### src/rtl/rfile_dmach.sv
// General-purpose register file (2R/1W) with NCH DMA channel descriptors.
// Each channel holds an address and a count, and a step strobe advances the address and decrements the count.
module rfile_dmach #(
  parameter int unsigned DATA_W  = 32,
  parameter int unsigned REG_N   = 16,
  parameter int unsigned REG_AW  = 4,
  parameter int unsigned NCH     = 2,
  parameter int unsigned STRIDE  = 4,
  parameter bit          BYPASS  = 1'b1,
  parameter bit          ZERO_R0 = 1'b1
) (
  input  logic                  clk,
  input  logic                  rst_n,
  input  logic [REG_AW-1:0]     i_a1,
  input  logic [REG_AW-1:0]     i_a2,
  output logic [DATA_W-1:0]     o_rd1,
  output logic [DATA_W-1:0]     o_rd2,
  input  logic [REG_AW-1:0]     i_a3,
  input  logic [DATA_W-1:0]     i_wd3,
  input  logic                  i_we3,
  input  logic [NCH-1:0]        i_ch_we_sa,
  input  logic [NCH-1:0]        i_ch_we_dnum,
  input  logic [NCH*DATA_W-1:0] i_ch_sa_in,
  input  logic [NCH*DATA_W-1:0] i_ch_dnum_in,
  input  logic [NCH-1:0]        i_ch_step,
  output logic [NCH*DATA_W-1:0] o_ch_sa,
  output logic [NCH*DATA_W-1:0] o_ch_dnum,
  output logic [NCH-1:0]        o_ch_busy,
  output logic [NCH-1:0]        o_ch_done
);

  logic [DATA_W-1:0]           regs_q [REG_N];
  logic [NCH-1:0][DATA_W-1:0]  sa_q;
  logic [NCH-1:0][DATA_W-1:0]  dnum_q;
  logic [NCH-1:0]              done_q;
  logic                        wr_ok;

  assign wr_ok = i_we3 && !(ZERO_R0 && (i_a3 == '0));

  always_ff @(posedge clk) begin
    if (!rst_n) begin
      for (int unsigned i = 0; i < REG_N; i++) regs_q[i] <= '0;
    end else if (wr_ok) begin
      regs_q[i_a3] <= i_wd3;
    end
  end

  // Forwarding uses wr_ok, so a discarded r0 write is never forwarded.
  always_comb begin
    o_rd1 = regs_q[i_a1];
    o_rd2 = regs_q[i_a2];
    if (BYPASS && wr_ok && (i_a1 == i_a3)) o_rd1 = i_wd3;
    if (BYPASS && wr_ok && (i_a2 == i_a3)) o_rd2 = i_wd3;
    if (ZERO_R0 && (i_a1 == '0)) o_rd1 = '0;
    if (ZERO_R0 && (i_a2 == '0)) o_rd2 = '0;
  end

  // A load on either field suppresses the step for both fields in that cycle.
  always_ff @(posedge clk) begin
    if (!rst_n) begin
      sa_q   <= '0;
      dnum_q <= '0;
      done_q <= '0;
    end else begin
      for (int unsigned k = 0; k < NCH; k++) begin
        done_q[k] <= 1'b0;
        if (i_ch_we_sa[k] || i_ch_we_dnum[k]) begin
          if (i_ch_we_sa[k])   sa_q[k]   <= i_ch_sa_in[k*DATA_W +: DATA_W];
          if (i_ch_we_dnum[k]) dnum_q[k] <= i_ch_dnum_in[k*DATA_W +: DATA_W];
        end else if (i_ch_step[k] && (dnum_q[k] != '0)) begin
          sa_q[k]   <= sa_q[k] + DATA_W'(STRIDE);
          dnum_q[k] <= dnum_q[k] - DATA_W'(1);
          done_q[k] <= (dnum_q[k] == DATA_W'(1));
        end
      end
    end
  end

  always_comb begin
    o_ch_busy = '0;
    for (int unsigned k = 0; k < NCH; k++) o_ch_busy[k] = (dnum_q[k] != '0);
  end

  assign o_ch_sa   = sa_q;
  assign o_ch_dnum = dnum_q;
  assign o_ch_done = done_q;

endmodule

### config.mk
export PLATFORM = sky130hd
export DESIGN_NAME = rfile_dmach
export DESIGN_NICKNAME = d
export VERILOG_FILES = /design/src/rtl/rfile_dmach.sv
export SDC_FILE = /design/constraint.sdc
export NUM_CORES = 2
export LEC_CHECK = 0
export ABC_CLOCK_PERIOD_IN_PS = 6300
export BUFFER_PORTS_ARGS = -buffer_cell sky130_fd_sc_hd__buf_2
export CAP_MARGIN = 30
export CORE_MARGIN = 3
export CORE_UTILIZATION = 55
export CTS_CLUSTER_SIZE = 16
export DETAILED_ROUTE_END_ITERATION = 7
export GPL_TIMING_DRIVEN = 0
export PLACE_DENSITY = 0.75
export SYNTH_ARGS = -nofsm -noshare
export SYNTH_HDL_FRONTEND = slang
export SYNTH_SLANG_ARGS = --single-unit
export TNS_END_PERCENT = 5
### constraint.sdc
create_clock -name clk -period 6.3 [get_ports clk]
set_clock_uncertainty 0.15 [all_clocks]
set_input_delay 1.26 -clock clk [delete_from_list [all_inputs] [get_ports clk]]
set_output_delay 1.26 -clock clk [all_outputs]
set_load 0.005 [all_outputs]
==> impl_results.md <==
* Status: complete, but fails checks
* Failing checks: DRC
* Main flop type after synthesis: edfxtp_1
* Min Hold Slack at between 0.3 and 0.4 ns
* Critical path data required time at slightly below 5 ns
* Num CTS Buffers at 73
* CTS H-tree lvls at 3
* Clock buffer depth at 3
* CP max-delay cell: clkbuf_1
* Most instantiated cells after synthesis: edfxtp_1 (512), and2_1 (491), mux4_2 (320)
* Register area at 0.0180 mm2
* Nets at around 3500
* Skew-Pair Late Insertion Delay at 0.63 ns
* Synth top area cells: edfxtp_1 (43%), mux4_2 (20%), and2_1 (8.7%)
* Die width at 260 um
* Setup_tns at 0 ns
* Top cell type's share of synthesized area at between 40% and 50%
* Slew Limit Fails at 0
* Util after Layout at about two thirds
* CP arrival at about 4.6 ns
* Setup violators final at 0
* Drt total wl at 128 mm
* Die area at around 0.068 mm2
* Count leader, synth: edfxtp_1
* Post-route clock period utilization at a little over nine tenths
* Avg Synthesized Cell Area at 12.5 um2
* Ys Warns at 0
* Fmax at roughly 170 MHz
* Initial antenna violation count at 21
* RSZ-0062 raised after global routing: false
* Setup Crit Path Kind: in2out
* WP buf/inv at 5
* Post-synthesis async set-or-reset flop share at 0%
* Layout cells sized above 1 at 25.7%
* Routability cong. at just over 1
* Multi-input logic area at about 0.016 mm2
* CTS sink cnt at between 600 and 700
* Distinct cells, synth at between 70 and 80
* CTS tree: built
* Dpl hpwl at between 90 and 100 mm
* Yosys top cell by area: edfxtp_1
* PostCTS Resize Cnt at 0
* CTS Root Cell: clkbuf_16
* Core footprint at 0.0634 mm2
* Max incr delay on CP at 0.80 ns
* Post-synth EDFFs at 512
* Total grt overflow at 0
* Gate count of the mapped netlist at between 2000 and 3000
* Wire per inst at between 30 and 40 um
* Top delay family on crit path: buffers and inverters
* Initial Utilization at between 50% and 60%
* Post-CTS setup buffer count at 0
* Vias in the first global route at between 20000 and 30000
* Synthesis-to-layout area growth at 17.1%
* Slew headroom at 18.4%
* Die extent in y at between 200 and 300 um
* Largest net degree at the start of global routing at 27
* Clk pin slew, worst setup/hold paths at 0.07 ns
* Hold Vio Cnt, Final at 0
* Std cell rows at 92
* Yosys reg bits at 642
* FILL cells at roughly 4700
* Hold crit path type: reg2reg
* VDD IR max at 0.195 mV
* Synthesized cell area at about 0.035 mm2
* DRC violation count after routing at 8
* Final Critical Period at 5.99 ns
* Iteration-0 DRC count of the detailed router at 4393
* Sequential-to-total area share from yosys stat at 50.7%
* Lkg Pwr at around 15 nW
* Vias per cell at 6.79
* # IOs at approximately 380
* First-pass GRT wire length at 186 mm
* Post-cts hold buffer count at 0
* Gr usage total at a little under two fifths
* First-pass DRT Iterations at 8
* Power Dens Cells at between 200 and 300 mW/mm2
* Vias at 28900
* Crit-path cells: clkbuf_1, clkbuf_1, buf_1, mux4_2, mux4_2, inv_1, o21ai_0, buf_2
* Antenna Nets Post-Route at 0
* Critical path startpoint category: primary input
* Worst Setup End Kind: output pin
* Crit path max fanout at 10
* Slew @ Worst Pin at 1.21 ns
* PortBufs at 363
* Max Cap Viol at 0
==> logic make-up after synthesis <==
family	after synthesis	synth area share, %
adders and majority gates	6	0.212
other	1	0.0106
xor gates and xnor gates	11	0.272
buffers and inverters	328	3.62
muxes	324	20.5
DFF	642	50.7
and+or+nand+nor	1081	16.6
AOI/OAI and AO/OA	442	8.11
==> worst reg2reg max path: stages, from the launching register on <==
cell and delay, ns:
dfxtp_1 0.40, inv_1 0.09, ha_1 0.27, nor4b_2 0.82, a41oi_1 0.67, nor2_1 0.42, clkbuf_1 0.50, o21ai_0 0.17
and2_1 0.17
==> registers in the layout (all words and copies together) (netlist names) <==
register	count
regs_q	512
o_ch_dnum	64
o_ch_sa	64
o_ch_done	2
==> power breakdown <==
| part | switching, mW | internal (mW) |
|---|---|---|
| Clock | 1.80 | 2.23 |
| Sequential | 0.199 | 4.83 |
| Combinational | 0.961 | 0.736 |
| Total | 2.96 | 7.80 |
==> cells in the final DEF, fill, tap and decap left out, types with 15 or more instances in the layout <==
cell         n
edfxtp_1   512
and2_1     491
buf_2      371
mux4_2     320
nand2_1    231
clkbuf_1   211
dfxtp_1    130
o21ai_0    120
nor2_1     110
a21oi_1     99
inv_1       78
clkbuf_16   75
nor3_1      47
nand3_1     45
buf_1       43
o211ai_1    39
nor4_1      33
o31ai_1     33
conb_1      32
nand4_1     27
a32oi_1     20
or3_1       19
buf_8       18
clkinv_1    15
==> per-stage QoR <==
step,instance area [um2],total power [mW],cells,setup WS [ns]
after floorplan,35600,6.01,2866,1.46
after global placement,38400,6.65,4075,-1.79
after detailed placement,39100,6.74,4107,0.325
after CTS,41300,10.7,4239,0.308
after global routing,41500,11.0,4255,0.195
final,41500,10.8,4261,0.310
==> per-layer routing <==
layer	vias to the layer above	wire length [um]	global-route usage (%)
met1	14200	43300	45.9
li1	11800	-	-
met4	12	7660	19.0
met5	-	69	0
met2	2298	61500	61.3
met3	536	15700	11.0
==> final cells by class <==
type | count | share of cell area, %
inverter | 82 | 0.742
buffer | 246 | 2.35
sequential | 642 | 43.3
tap | 846 | 2.55
clock buffer | 97 | 4.77
timing repair buffer | 404 | 6.08
clock inverter | 35 | 0.543
multi-input combinational | 1896 | 39.6
antenna | 13 | 0.0784
==> final timing paths <==
path,start,endpoint,slack [ns],depth (start not counted)
setup / recovery,i_a1[0],o_rd1[4],0.31,8
hold / removal,o_ch_dnum[29],o_ch_dnum[29],0.35,2
setup reg to reg,o_ch_dnum[32],o_ch_dnum[34],2.53,8
hold reg to reg,o_ch_dnum[29],o_ch_dnum[29],0.35,2
Note: power is estimated with default switching activity, not from simulation.
